--- config.mk ---
export PLATFORM = sky130hd
export DESIGN_NAME = sa_pe_db
export DESIGN_NICKNAME = d
export VERILOG_FILES = /design/src/rtl/sa_pkg.sv /design/src/rtl/sa_pe_mac.sv /design/src/rtl/sa_pe_db.sv
export SDC_FILE = /design/constraint.sdc
export NUM_CORES = 1
export LEC_CHECK = 0
export ABC_AREA = 1
export ABC_CLOCK_PERIOD_IN_PS = 7900
export BUFFER_PORTS_ARGS = -buffer_cell sky130_fd_sc_hd__buf_2
export CAP_MARGIN = 20
export CORE_UTILIZATION = 60
export DETAILED_ROUTE_END_ITERATION = 6
export PLACE_DENSITY = 0.82
export SYNTH_ARGS = -nofsm -noshare
export SYNTH_HDL_FRONTEND = slang
export SYNTH_SLANG_ARGS = --single-unit
--- constraint.sdc ---
create_clock -name clk -period 7.9 [get_ports clk]
set_clock_uncertainty 0.2 [all_clocks]
set_input_delay 0 -clock clk [delete_from_list [all_inputs] [get_ports clk]]
set_output_delay 0 -clock clk [all_outputs]
set_load 0.01 [all_outputs]
--- src/rtl/sa_pkg.sv ---
// Shared constants for the systolic-array processing elements: default widths,
// pipeline depth limits and saturation-limit helpers used when PE_PSUM_SAT_EN is defined.
package sa_pkg;

    localparam int DEF_ACT_W   = 8;
    localparam int DEF_WGT_W   = 8;
    localparam int DEF_PSUM_W  = 32;
    localparam int DEF_MAC_LAT = 3;
    localparam int MIN_MAC_LAT = 1;
    localparam int MAX_MAC_LAT = 6;
    localparam int MAX_PSUM_W  = 64;

    // Largest representable value of a w-bit signed or unsigned accumulator.
    function automatic logic [MAX_PSUM_W-1:0] sat_max(input int w, input bit sgn);
        logic [MAX_PSUM_W-1:0] r;
        r = '0;
        for (int i = 0; i < MAX_PSUM_W; i++) begin
            if (i < (sgn ? w - 1 : w)) r[i] = 1'b1;
        end
        return r;
    endfunction

    function automatic logic [MAX_PSUM_W-1:0] sat_min(input int w, input bit sgn);
        logic [MAX_PSUM_W-1:0] r;
        r = '0;
        if (sgn) r[w-1] = 1'b1;
        return r;
    endfunction

endpackage

--- src/rtl/sa_pe_mac.sv ---
// MAC pipeline for one PE: multiply, extend, add, then MAC_LAT register stages.
// With PE_PSUM_SAT_EN defined the add saturates instead of wrapping.
module sa_pe_mac
    import sa_pkg::*;
#(
    parameter int ACT_W       = DEF_ACT_W,
    parameter int WGT_W       = DEF_WGT_W,
    parameter int PSUM_W      = DEF_PSUM_W,
    parameter int MAC_LAT     = DEF_MAC_LAT,
    parameter int SIGNED_MODE = 1
) (
    input  logic              clk,
    input  logic              rst,
    input  logic              act_vld,
    input  logic [ACT_W-1:0]  act,
    input  logic [WGT_W-1:0]  wgt,
    input  logic [PSUM_W-1:0] psum,
    output logic [PSUM_W-1:0] sum,
    output logic              sum_vld
);

    localparam int PW  = ACT_W + WGT_W;
    localparam bit SGN = (SIGNED_MODE != 0);

    logic [PW-1:0]     prod;
    logic [PSUM_W-1:0] prod_ext;
    logic [PSUM_W-1:0] sum_next;

    generate
        if (SGN) begin : g_signed
            always_comb begin
                prod     = PW'($signed(act)) * PW'($signed(wgt));
                prod_ext = PSUM_W'($signed(prod));
            end
        end else begin : g_unsigned
            always_comb begin
                prod     = PW'(act) * PW'(wgt);
                prod_ext = PSUM_W'(prod);
            end
        end
    endgenerate

`ifdef PE_PSUM_SAT_EN
    localparam logic [PSUM_W-1:0] SAT_HI = PSUM_W'(sat_max(PSUM_W, SGN));
    localparam logic [PSUM_W-1:0] SAT_LO = PSUM_W'(sat_min(PSUM_W, SGN));

    logic [PSUM_W:0] wide;
    logic            ovf;

    // One guard bit exposes overflow: sign disagreement when signed, carry-out when unsigned.
    always_comb begin
        wide = {SGN & psum[PSUM_W-1], psum} + {SGN & prod_ext[PSUM_W-1], prod_ext};
        ovf  = SGN ? (wide[PSUM_W] ^ wide[PSUM_W-1]) : wide[PSUM_W];
        if (!ovf)
            sum_next = wide[PSUM_W-1:0];
        else if (SGN && wide[PSUM_W])
            sum_next = SAT_LO;
        else
            sum_next = SAT_HI;
    end
`else
    assign sum_next = psum + prod_ext;
`endif

    logic [PSUM_W-1:0]  sum_pipe [MAC_LAT];
    logic [MAC_LAT-1:0] vld_pipe;

    // Invalid slots carry zero so the tail of the pipe is already clean.
    always_ff @(posedge clk) begin
        if (rst) begin
            vld_pipe <= '0;
            for (int i = 0; i < MAC_LAT; i++) sum_pipe[i] <= '0;
        end else begin
            vld_pipe[0] <= act_vld;
            sum_pipe[0] <= act_vld ? sum_next : '0;
            for (int i = 1; i < MAC_LAT; i++) begin
                vld_pipe[i] <= vld_pipe[i-1];
                sum_pipe[i] <= sum_pipe[i-1];
            end
        end
    end

    assign sum     = sum_pipe[MAC_LAT-1];
    assign sum_vld = vld_pipe[MAC_LAT-1];

endmodule

--- src/rtl/sa_pe_db.sv ---
// Double-buffered-weight systolic PE: owns shadow/active weights, forwarding and swap.
// Build option: PE_PSUM_SAT_EN makes the partial-sum add saturate (see sa_pe_mac).
module sa_pe_db
    import sa_pkg::*;
#(
    parameter int ACT_W       = DEF_ACT_W,
    parameter int WGT_W       = DEF_WGT_W,
    parameter int PSUM_W      = DEF_PSUM_W,
    parameter int MAC_LAT     = DEF_MAC_LAT,
    parameter int SIGNED_MODE = 1
) (
    input  logic              clk,
    input  logic              rst,
    input  logic [WGT_W-1:0]  in_wgt,
    input  logic              in_wgt_vld,
    output logic [WGT_W-1:0]  out_wgt,
    output logic              out_wgt_vld,
    input  logic              in_swap,
    output logic              out_swap,
    input  logic [ACT_W-1:0]  in_act,
    input  logic              in_act_vld,
    output logic [ACT_W-1:0]  out_act,
    output logic              out_act_vld,
    input  logic [PSUM_W-1:0] in_psum,
    output logic [PSUM_W-1:0] out_psum,
    output logic              out_psum_vld
);

    // All streams are valid-only with no ready: every slot with its valid high is
    // consumed on the edge it is presented, and valid-low slots pass through as bubbles.

    logic [WGT_W-1:0]   shadow;
    logic [WGT_W-1:0]   active;
    logic [ACT_W-1:0]   act_pipe [MAC_LAT];
    logic [MAC_LAT-1:0] act_vld_pipe;

    // A swap copies the pre-load shadow, so a same-edge load lands only in shadow.
    always_ff @(posedge clk) begin
        if (rst) begin
            shadow       <= '0;
            active       <= '0;
            out_wgt      <= '0;
            out_wgt_vld  <= 1'b0;
            out_swap     <= 1'b0;
            act_vld_pipe <= '0;
            for (int i = 0; i < MAC_LAT; i++) act_pipe[i] <= '0;
        end else begin
            if (in_wgt_vld) shadow <= in_wgt;
            if (in_swap)    active <= shadow;
            out_wgt         <= in_wgt_vld ? in_wgt : '0;
            out_wgt_vld     <= in_wgt_vld;
            out_swap        <= in_swap;
            act_vld_pipe[0] <= in_act_vld;
            act_pipe[0]     <= in_act_vld ? in_act : '0;
            for (int i = 1; i < MAC_LAT; i++) begin
                act_vld_pipe[i] <= act_vld_pipe[i-1];
                act_pipe[i]     <= act_pipe[i-1];
            end
        end
    end

    assign out_act     = act_pipe[MAC_LAT-1];
    assign out_act_vld = act_vld_pipe[MAC_LAT-1];

    sa_pe_mac #(
        .ACT_W       (ACT_W),
        .WGT_W       (WGT_W),
        .PSUM_W      (PSUM_W),
        .MAC_LAT     (MAC_LAT),
        .SIGNED_MODE (SIGNED_MODE)
    ) u_mac (
        .clk     (clk),
        .rst     (rst),
        .act_vld (in_act_vld),
        .act     (in_act),
        .wgt     (active),
        .psum    (in_psum),
        .sum     (out_psum),
        .sum_vld (out_psum_vld)
    );

endmodule
=== Yosys cells after proc, flatten, opt, wreduce, memory -nomap -nowiden ===
Memory sizes are Yosys's and may differ from the RTL's.
Cells that the tools add are included.

* Register bits after elaboration: 32
* Logic and storage cells: 30
* Memories kept: 2
* Memory bits (writable): 120

* Muxes and demuxes: 11
* Add/sub/neg operators: 1
* Bitwise logic cells: 7
* Multiply operators: 1
* Reductions and logical operators: 1

{| class="wikitable"
|+ Memory list
! name !! depth !! width !! read ports !! clocked after memory_dff !! write ports !! line !! RTL
|-
| u_mac.sum_pipe || 3 || 32 || 3 || 0 || 3 || sa_pe_mac.sv:65 || <nowiki>logic [PSUM_W-1:0] sum_pipe [MAC_LAT];</nowiki>
|-
| act_pipe || 3 || 8 || 3 || 0 || 3 || sa_pe_db.sv:34 || <nowiki>logic [ACT_W-1:0] act_pipe [MAC_LAT];</nowiki>
|}

{| class="wikitable"
|+ Operator list
! operator !! number
|-
| two-way mux 32 bit || 4
|-
| adder 32 bit || 1
|-
| two-way mux 8 bit || 4
|-
| multiplier 8 x 8 -> 16 bit || 1
|-
| bitwise OR 1 bit || 6
|-
| two-way mux 1 bit || 3
|-
| OR reduction 2 bit || 1
|-
| inverter 1 bit || 1
|}

=== Longest topological paths before layout ===
Gate-level depths: netlist of run 1.

* Word-level depth: 4
* Mapped depth: 33

=== By module ===
Synthesis of run 1 repeated with hierarchy kept, for this count alone.

* Cells, all modules: 1308
* Area total of the unflattened synthesis: 9471.6 um2

{| class="wikitable"
|+ Modules (own cells, without submodules)
! module !! area an instance (um2) !! cells each !! instances !! seq. area each (um2)
|-
| sa_pe_mac || 7756.2 || 1109 || 1 || 1981.9
|-
| sa_pe_db || 1715.4 || 199 || 1 || 1061.0
|}

=== Least setup slack after synthesis of run 1 ===
Ideal clock, no wire load.

* Path type: register to register
* Start point: register active[2]
* End point: memory u_mac.sum_pipe[0][22] (netlist name)
* Arrival time: 5.430 ns
* Setup slack: 2.157 ns
* Period minus slack after synthesis: 5.743 ns
* Stages on the path, launching flop included: 30
* Setup time: 0.113 ns
* Path through: dfxtp_1 -> clkbuf_1 -> nand2_1 -> inv_1 -> fa_1 -> inv_1 -> fa_1 -> inv_1 -> fa_1 -> inv_1 -> fa_1 -> inv_1 -> ha_1 -> nand2_1 -> nor2_1 -> nand3_1 -> nand3_1 -> inv_1 -> nand2_1 -> nand2_1 -> ha_1 -> nand2_1 -> nor2_1 -> inv_1 -> nor2_2 -> inv_1 -> o211ai_1 -> nand2_1 -> nand2_1 -> nor2_1

{| class="wikitable"
|+ RTL lines
! what !! line !! RTL
|-
| start, declared || sa_pe_db.sv:33 || <nowiki>logic [WGT_W-1:0] active;</nowiki>
|-
| start signal, assigned || sa_pe_db.sv:49 || <nowiki>if (in_swap) active <= shadow;</nowiki>
|-
| end, declared || sa_pe_mac.sv:65 ||
|}

==> results.json, run 1 <==
{
  "status": "finished clean",
  "relSlewSlack_pct": 38.7,
  "r2r_end": "u_mac.sum_pipe[0][22]$_SDFF_PP0_",
  "clk_latency_ns": 0.42,
  "tightest_slew_ns": 0.913,
  "final_cells": 1578,
  "fin_crit_ns": 6.72,
  "ant_nets": 0,
  "intPower_mw": 1.78,
  "ys_async_sr_fraction_pct": 0,
  "vias": 7778,
  "yosys.cell_types.count": 36,
  "critPathLaunchType": "flip-flop",
  "dieArea_mm2": 0.0159,
  "gp_congestion": 0.989,
  "initial_core_util_pct": 62.5,
  "p_comb_share_pct": 41.8,
  "via_per_inst": 4.93,
  "fin_setup_tns_ns": 0,
  "path_class": "reg -> reg",
  "clock_sinks": 149,
  "cts_resized": 0,
  "crit_required_ns": 8.00,
  "cts_made_buffers": 17,
  "fill_cells": 1124,
  "placeableCoreArea_mm2": 0.0148,
  "nets": 1554,
  "drt_iter0_markers": 592,
  "htree_levels": 4,
  "die_y_um": 126,
  "syn_area_mm2": 0.00922,
  "p_clk_share_pct": 28.8,
  "critPathMaxStageDelay_ns": 0.61,
  "antenna_found_initial": 1,
  "avgSynthCellArea_um2": 7.27,
  "postCtsSetupBuffers": 0,
  "r2r_slack_ns": 1.18,
  "drc": 0,
  "postSynthCellCount": 1268,
  "grt_pass1_vias": 7488,
  "drt_wl_total_um": 21200,
  "p_sw_share_pct": 39.2,
  "grt_max_degree": 86,
  "hold_class": "in -> reg",
  "portBuffers": 104,
  "p_leak_nw": 5.83,
  "cts-root-buf": "clkbuf_16",
  "syn_nets": 1439,
  "cts_hold_buf": 60,
  "ys_warn_count": 0,
  "grt.overflow.total": 0,
  "maxSlewViolCount": 0,
  "reg2reg_depth": 28,
  "rsz0062_at_grt": "no",
  "endpoint": "u_mac.sum_pipe[0][22]$_SDFF_PP0_",
  "yosysSeqAreaShare_pct": 32.3,
  "syn2layout_area_growth_pct": 16.9,
  "worstSetupStartpoint": "active[2]$_SDFFE_PP0P_",
  "setup_viol": 0,
  "grt_pass1_wl_um": 35300,
  "crit_top_cell": "inv_1",
  "cellPowerDensity_mw_per_mm2": 272,
  "clk_path_buf_depth": 2,
  "rows": 44,
  "track_usage_pct": 28.4,
  "dp_hpwl_um": 15100,
  "fmax_mhz": 149,
  "p_seq_share_pct": 29.5,
  "worstPathArrival_ns": 6.81,
  "drive_above_1_share_pct": 12.2,
  "place_inst": 1488,
  "drtPass1Iterations": 5,
  "end_kind": "flip-flop",
  "crit_fanout": 18,
  "wl_per_cell_um": 13.4,
  "ys.flop_type": "dfxtp_1",
  "die_w_um": 126,
  "diodes": 0,
  "fin_crit_sh_pct": 85.0,
  "worst_r2r_startpoint": "active[2]$_SDFFE_PP0P_",
  "max_cap_viol_count": 0,
  "switching_power_mw": 1.15,
  "clk_pin_slew_ns": 0.06,
  "ir_drop_mv": 0.216,
  "ioPinCount": 105,
  "critPathSlowestCell": "ha_1",
  "synth-edff-count": 0,
  "cts_tree": "done",
  "ys_ff_latch": 149,
  "final_hold_viol_count": 0
}
==> registers in the layout (all words and copies together) (netlist names) <==
register,count
u_mac.sum_pipe,96
act_pipe,24
active,8
out_wgt,8
shadow,8
act_vld_pipe,3
out_swap,1
out_wgt_vld,1
==> worst min path at each step <==
stage	startpoint	to	slack [ns]	cells past startpoint
3_3_place_gp	in_wgt[7]	out_wgt[7]$_SDFF_PP0_	0.03	3
4_1_cts	in_act_vld	act_pipe[0][5]$_SDFF_PP0_	0.009	3
5_1_grt	in_act_vld	u_mac.sum_pipe[0][1]$_SDFF_PP0_	0.07	3
2_1_floorplan	rst	out_wgt_vld$_SDFF_PP0_	-0.12	1
6_report	rst	act_pipe[0][22]$_SDFF_PP0_	0.05	3
3_5_place_dp	in_wgt[5]	out_wgt[5]$_SDFF_PP0_	0.03	3
==> critical path, delay by kind of cell (launching register included) <==
family	cells	cell delay (ns)
flip-flops	1	0.41
adder cells (fa/ha/maj)	6	3.16
AND/OR/NAND/NOR	13	1.87
buffers and inverters	8	0.61
AO/OA/AOI/OAI	1	0.35
==> cell families after synthesis <==
| logic type | share of synthesized area [%] |
|---|---|
| flip-flops | 32.3 |
| buffers and inverters | 17.4 |
| XOR/XNOR | 0.855 |
| AO/OA/AOI/OAI | 7.99 |
| adder cells (fa/ha/maj) | 20.6 |
| AND/OR/NAND/NOR | 20.8 |
==> metrics by stage <==
step | total power [mW] | utilization, % | cell area [um2] | setup slack, ns | hold WS, ns
4_1_cts | 2.92 | 73.1 | 10800 | 1.23 | 0.00944
5_1_grt | 3.15 | 73.1 | 10800 | 0.743 | 0.0689
3_5_place_dp | 2.04 | 64.8 | 9560 | 1.25 | 0.0341
3_3_place_gp | 2.04 | 64.8 | 9560 | 1.26 | 0.0285
6_report | 2.94 | 73.1 | 10800 | 1.18 | 0.0467
2_1_floorplan | 1.76 | - | 9220 | 2.16 | -0.116
==> routing by layer <==
metal / GRT usage, % / share of wire (%) / vias to the layer above
li1: - / - / 3940
met2: 45.1 / 45 / 314
met4: 10.3 / 2.7 / 2
met1: 37.8 / 45 / 3475
met3: 6.75 / 7.3 / 47
met5: 0 / 0.061 / -
==> cell usage after synthesis, types with 5 or more instances <==
cell	count	area share, %
nor2_1	204	8.3
inv_2	6	0.24
o21bai_1	5	0.41
a31o_2	8	0.76
a21oi_1	59	3.2
nand3_1	27	1.5
clkbuf_1	26	1.1
nand2_1	218	8.9
xor2_1	6	0.57
nand2_2	8	0.54
o21ai_0	32	1.7
dfxtp_1	149	32
ha_1	62	8.4
buf_4	42	3.4
inv_1	308	13
o21a_1	8	0.65
fa_1	56	12
==> power by group through the flow <==
| stage | clock [mW] | combinational [mW] | sequential, mW |
|---|---|---|---|
| after floorplan | 0 | 0.897 | 0.868 |
| after global routing | 0.890 | 1.39 | 0.872 |
| after detailed placement | 0 | 1.16 | 0.880 |
| final | 0.845 | 1.23 | 0.866 |
| after global placement | 0 | 1.16 | 0.877 |
| after CTS | 0.854 | 1.20 | 0.865 |
==> layout by cell type (no fill, tap or decap), types with 3 or more instances in the layout <==
cell type,instances
o21ai_0,32
nand2_1,218
xnor2_1,3
fa_1,56
o21ai_2,3
a31oi_1,3
nand3_1,27
dfxtp_1,149
a21oi_1,59
dlygate4sd3_1,60
inv_1,308
xor2_1,6
o21ai_1,3
inv_2,6
ha_1,62
bufinv_16,4
nand2_2,8
buf_2,104
clkinv_1,3
clkbuf_16,17
nor3_2,3
a31o_2,8
nand4_1,4
o21a_1,8
nor3_1,4
a21o_1,4
nor2_1,204
nor2_2,4
o21bai_1,5
==> final cells by class <==
type                            instances  area [um2]  share of cell area, %
Sequential cell                       149        2980                   27.7
Tap cell                              184         230                   2.14
Clock inverter                         11         175                   1.62
Inverter                              317        1190                   11.0
Timing Repair Buffer                  165        1130                   10.5
Multi-Input combinational cell        733        4630                   43.0
Clock buffer                           19         443                   4.11
(Power assumes the default switching activity.)
==> run 2, diff against run 1 <==
- ABC_AREA: 1 -> 0
- CORE_UTILIZATION: 60 -> 59
- PLACE_DENSITY: 0.82 -> 0.81
==> results.json, run 2 <==
{
  "synth-edff-count": 0,
  "ir_drop_mv": 0.146,
  "p_leak_nw": 5.03,
  "grt_pass1_vias": 5867,
  "ys_top_cells_by_area": "dfxtp_1 35%, fa_1 13%, ha_1 9.1%",
  "postSynthCellCount": 890,
  "hold_class": "in -> reg",
  "diodes": 0,
  "antenna_found_initial": 0,
  "vias": 6234,
  "avgSynthCellArea_um2": 9.62,
  "clk_path_buf_depth": 2,
  "critPathLaunchType": "flip-flop",
  "critPathTopFamily": "adder cells",
  "relSlewSlack_pct": 50.8,
  "die_w_um": 122,
  "drive_above_1_share_pct": 15.2,
  "syn2layout_area_growth_pct": 19.5,
  "clk_latency_ns": 0.42,
  "gp_congestion": 0.821,
  "drt_iter0_markers": 444,
  "grt_max_degree": 65,
  "largest_reg_flops": 96,
  "grt_pass1_wl_um": 26900,
  "cts-root-buf": "clkbuf_16",
  "clock_sinks": 149,
  "clk_pin_slew_ns": 0.06,
  "ys_ff_latch": 149,
  "cellPowerDensity_mw_per_mm2": 203,
  "max_cap_viol_count": 0,
  "critPathMaxStageDelay_ns": 0.56,
  "fill_cells": 943,
  "dieArea_mm2": 0.0150,
  "ys_warn_count": 0,
  "status": "finished clean",
  "wl_per_cell_um": 13.6,
  "drtPass1Iterations": 5,
  "drc": 0,
  "portBuffers": 104,
  "layout_commonest_cell": "dfxtp_1",
  "yosysTopAreaCellShare_pct": 34.8,
  "rsz0062_at_grt": "no",
  "syn_area_mm2": 0.00857,
  "critPathSlowestCell": "dlygate4sd3_1",
  "maxSlewViolCount": 0,
  "yosys-top-cells-count": "149 x dfxtp_1, 97 x inv_1, 93 x nor2b_1",
  "end_kind": "flip-flop",
  "drt_wl_total_um": 16400,
  "fin_crit_sh_pct": 94.4,
  "fin_setup_tns_ns": 0,
  "htree_levels": 4,
  "ys.flop_type": "dfxtp_1",
  "design_area_mm2": 0.0102,
  "nets": 1188,
  "placeableCoreArea_mm2": 0.0140,
  "yosys.cell_types.count": 58,
  "yosysMostFrequentCell": "dfxtp_1",
  "worstPathArrival_ns": 7.60,
  "dp_hpwl_um": 11400,
  "path_cells": "nor2b_1 -> fa_1 -> fa_1 -> fa_1 -> inv_1 -> fa_1 -> inv_1 -> ha_1 -> o21a_1 -> o21ai_0 -> a21oi_1 -> o41ai_2 -> mux2i_1 -> and2_4 -> ha_1 -> a21oi_2 -> o211ai_1 -> a221oi_1 -> o21a_1 -> nand2_1 -> o221a_2 -> o31a_1 -> dlygate4sd3_1 -> nor3_1",
  "crit_fanout": 10,
  "crit_top_cell": "fa_1",
  "reg_top3": "u_mac.sum_pipe (96), act_pipe (24)",
  "syn_nets": 1061,
  "path_class": "reg -> reg",
  "synth_top_area_cell": "dfxtp_1",
  "ioPinCount": 105,
  "cp_num_buf_inv": 3,
  "initial_core_util_pct": 61.0,
  "ys_async_sr_fraction_pct": 0,
  "die_y_um": 122,
  "via_per_inst": 5.15,
  "fin_crit_ns": 7.46,
  "setup_viol": 0,
  "yosysSeqAreaShare_pct": 34.8,
  "track_usage_pct": 23.2,
  "crit_required_ns": 8.04,
  "cts_made_buffers": 17,
  "placed_area_mm2": 0.00894,
  "ant_nets": 0,
  "final_hold_viol_count": 0,
  "cts_tree": "done",
  "fmax_mhz": 134,
  "rows": 43,
  "layout_common_cells": "148 x dfxtp_1, 104 x buf_2, 97 x inv_1",
  "largest-register": "u_mac.sum_pipe",
  "tightest_slew_ns": 0.728,
  "grt.overflow.total": 0
}
-- run 2: cell types whose count changed after synthesis, moves of 8 or more --
cell	change
a211oi_1	+9
a21o_1	+10
a21oi_1	-30
and2_1	+70
inv_1	-211
mux2i_1	+20
nand2_1	-185
nand2_2	-8
nand3_1	-19
nor2_1	-157
nor2b_1	+93
o21ai_0	-18
xnor2_1	+18
-- run 2: final timing paths --
kind	from	end	slack (ns)	cells past startpoint
setup / recovery	active[7]$_SDFFE_PP0P_	u_mac.sum_pipe[0][30]$_SDFF_PP0_	0.44	24
hold / removal	in_psum[18]	u_mac.sum_pipe[0][18]$_SDFF_PP0_	0.02	4
setup reg to reg	active[7]$_SDFFE_PP0P_	u_mac.sum_pipe[0][30]$_SDFF_PP0_	0.44	24
hold reg to reg	act_pipe[0][8]$_SDFF_PP0_	act_pipe[0][16]$_SDFF_PP0_	0.23	1
-- run 2: timing repair --
item / in CTS / in global routing
resized for setup: 0 / 4
endpoints found under the setup margin: 0 / 4
hold endpoints to repair: 89 / 0
hold buffers: 61 / 0
buffers inserted: 0 / 3
-- run 2: kinds of logic (layout without fill, tap and decap cells) --
logic type,count (synthesis),in the layout,synth area share [%]
multiplexers,21,21,2.47
adder cells (fa/ha/maj),118,118,22.1
AO/OA/AOI/OAI,114,114,9.28
flip-flops,149,149,34.8
XOR/XNOR,31,31,3.17
AND/OR/NAND/NOR,298,298,19.4
buffers and inverters,159,299,8.76
-- run 2: final cells by class --
type / count / area, um2 / area share [%]
Multi-Input combinational cell: 582 / 4840 / 47.2
Timing Repair Buffer: 170 / 1170 / 11.4
Clock inverter: 14 / 221 / 2.16
Sequential cell: 149 / 2980 / 29.1
Tap cell: 180 / 225 / 2.20
Clock buffer: 18 / 439 / 4.29
Inverter: 97 / 364 / 3.56
-- run 2: per-stage QoR --
stage                     power (mW)  utilization [%]  instances  hold slack [ns]  worst slack (ns)
after floorplan                 1.09                -        890          -0.0783              1.40
after global placement          1.16             63.7       1114           0.0182             0.905
after detailed placement        1.17             63.7       1114           0.0204             0.659
after CTS                       2.09             72.7       1207          0.00244            0.0655
after global routing            2.18             72.9       1210           0.0556            0.0131
final                           2.08             72.9       1210           0.0201             0.444
-- run 2: worst min-delay path: cells and delay by family --
| kind | cells | cell delay (ns) |
|---|---|---|
| buf+inv | 1 | 0.09 |
| compound gates | 2 | 0.28 |
| fa+ha+maj | 1 | 0.23 |
-- run 2: metal layers --
layer,up-vias,routed length [um],part of all wire [%],global-route usage (%)
li1,3103,-,-,-
met1,2917,7160,44,30.0
met2,187,8070,49,38.2
met3,27,936,5.7,4.79
met4,0,276,1.7,8.08
met5,-,0,0,0
-- run 2: power breakdown --
part	leakage (nW)	switching (mW)	internal (mW)
clock network	0.325	0.319	0.572
logic	3.48	0.208	0.180
registers	1.22	0.0115	0.791
==> run 3, diff against run 2 <==
- CORE_MARGIN: unset -> 8
==> results.json, run 3 (synthesis gave the netlist of run 2 again) <==
{
  "status": "finished clean",
  "utilization_pct": 71.2,
  "clk_pin_slew_ns": 0.06,
  "setup_viol": 0,
  "ant_nets": 0,
  "cts_made_buffers": 17,
  "path_class": "reg -> reg",
  "cellPowerDensity_mw_per_mm2": 198,
  "fmax_mhz": 133,
  "worstPathArrival_ns": 7.68,
  "cts_tree": "done",
  "track_usage_pct": 19.4,
  "setup_ws_ns": 0.356,
  "clock_sinks": 149,
  "drc": 0,
  "die_w_um": 136,
  "largest-register": "u_mac.sum_pipe",
  "drtPass1Iterations": 4,
  "layout_commonest_cell": "dfxtp_1",
  "intPower_mw": 1.47,
  "critPathLaunchType": "flip-flop",
  "hold_class": "in -> reg",
  "p_seq_share_pct": 39.5,
  "crit_required_ns": 8.04,
  "dp_hpwl_um": 12200,
  "cts-root-buf": "clkbuf_16",
  "gp_congestion": 0.877,
  "grt_pass1_vias": 6299,
  "clk_path_buf_depth": 2,
  "place_ws_ns": 0.690,
  "end_kind": "flip-flop",
  "p_sw_share_pct": 27.8,
  "reg_top3": "u_mac.sum_pipe (96), act_pipe (24)",
  "fill_cells": 1010,
  "maxSlewViolCount": 0,
  "placed_area_mm2": 0.00895,
  "relSlewSlack_pct": 50.2,
  "p_clk_share_pct": 40.9,
  "fin_setup_tns_ns": 0,
  "grt_pass1_wl_um": 29000,
  "nets": 1189,
  "switching_power_mw": 0.564,
  "rsz0062_at_grt": "no",
  "final_hold_viol_count": 0,
  "wl_per_cell_um": 14.5,
  "max_cap_viol_count": 0,
  "ir_drop_mv": 0.156,
  "die_y_um": 136,
  "tightest_slew_ns": 0.738,
  "initial_core_util_pct": 59.6,
  "grt_max_degree": 75,
  "drt_iter0_markers": 320,
  "via_per_inst": 5.15,
  "dieArea_mm2": 0.0186,
  "htree_levels": 4,
  "antenna_found_initial": 1,
  "layout_common_cells": "147 x dfxtp_1, 103 x buf_2, 97 x inv_1",
  "grt.overflow.total": 0,
  "ioPinCount": 105,
  "drive_above_1_share_pct": 15.5,
  "vias": 6260,
  "fin_crit_ns": 7.54,
  "placeableCoreArea_mm2": 0.0144,
  "p_comb_share_pct": 19.6,
  "largest_reg_flops": 96,
  "fin_crit_sh_pct": 95.5,
  "syn2layout_area_growth_pct": 19.4,
  "drt_wl_total_um": 17600,
  "crit_fanout": 9,
  "rows": 44,
  "portBuffers": 104,
  "clk_latency_ns": 0.43,
  "design_area_mm2": 0.0102,
  "p_leak_nw": 5.00
}
## run 3: cell count changes in the layout (fill, tap and decap cells not counted), sizes merged
cell	change
buf	-1
bufinv	-3
clkbuf	+1
clkinv	-5
clkinvlp	+2
diode	+1
dlygate4sd3	+2
inv	+5
## run 3: power by group through the flow
stage	clock network [mW]	registers, mW	logic (mW)
global placement	0	0.818	0.347
floorplan	0	0.817	0.276
CTS	0.841	0.802	0.388
global route	0.879	0.806	0.440
finish	0.830	0.803	0.397
detailed placement	0	0.819	0.354
## run 3: metrics by stage
step                      instances  hold WS (ns)  total power, mW
after global routing           1216        0.0464             2.12
final                          1216        0.0253             2.03
after global placement         1118        0.0164             1.16
after floorplan                 890       -0.0783             1.09
after CTS                      1213      0.000163             2.03
after detailed placement       1118        0.0215             1.17
## run 3: area by class of cell
type                    count  area [um2]  share of cell area, %
multi-input cells         582        4850                   47.4
flip-flops and latches    149        2990                   29.2
repair buffers            171        1180                   11.6
clock buffers              19         453                   4.43
inverters                  97         364                   3.56
well taps                 184         230                   2.25
clock inverters            13         159                   1.55
diodes                      1        2.50                 0.0245
## run 3: routing by layer
metal	global-route usage [%]	wire (um)	up-vias
li1	-	-	3116
met1	23.5	7620	2928
met2	32.6	8560	176
met3	4.30	1040	40
met4	8.42	391	0
met5	0	0	-
## run 3: what timing repair did
item	in CTS	in global routing
setup buffers	0	2
endpoints found under the hold margin	92	0
hold buffers	63	0
resized for setup	0	9
endpoints found under the setup margin	0	3
## run 3: path summary, 6_finish.rpt
kind,startpoint,endpoint,slack [ns],cells past startpoint
worst min register to register,u_mac.sum_pipe[0][58]$_SDFF_PP0_,u_mac.sum_pipe[0][90]$_SDFF_PP0_,0.23,1
worst max-delay path,active[4]$_SDFFE_PP0P_,u_mac.sum_pipe[0][30]$_SDFF_PP0_,0.36,25
worst max register to register,active[4]$_SDFFE_PP0P_,u_mac.sum_pipe[0][30]$_SDFF_PP0_,0.36,25
worst min-delay path,in_psum[12],u_mac.sum_pipe[0][12]$_SDFF_PP0_,0.03,4
## run 3: critical path, stage by stage, from the launching register on
cell,delay (ns)
dfxtp_1,0.49
nand2_1,0.15
fa_1,0.56
inv_1,0.06
fa_1,0.47
fa_1,0.55
inv_1,0.05
fa_1,0.52
inv_1,0.04
ha_1,0.34
o21a_1,0.21
o21ai_0,0.14
a21oi_1,0.09
o41ai_2,0.39
mux2i_1,0.31
and2_4,0.24
ha_1,0.29
a211oi_1,0.31
o211ai_1,0.19
a221oi_2,0.32
o21a_1,0.15
nand2_1,0.12
o221a_2,0.30
o31a_1,0.28
dlygate4sd3_1,0.56
nor3_1,0.14
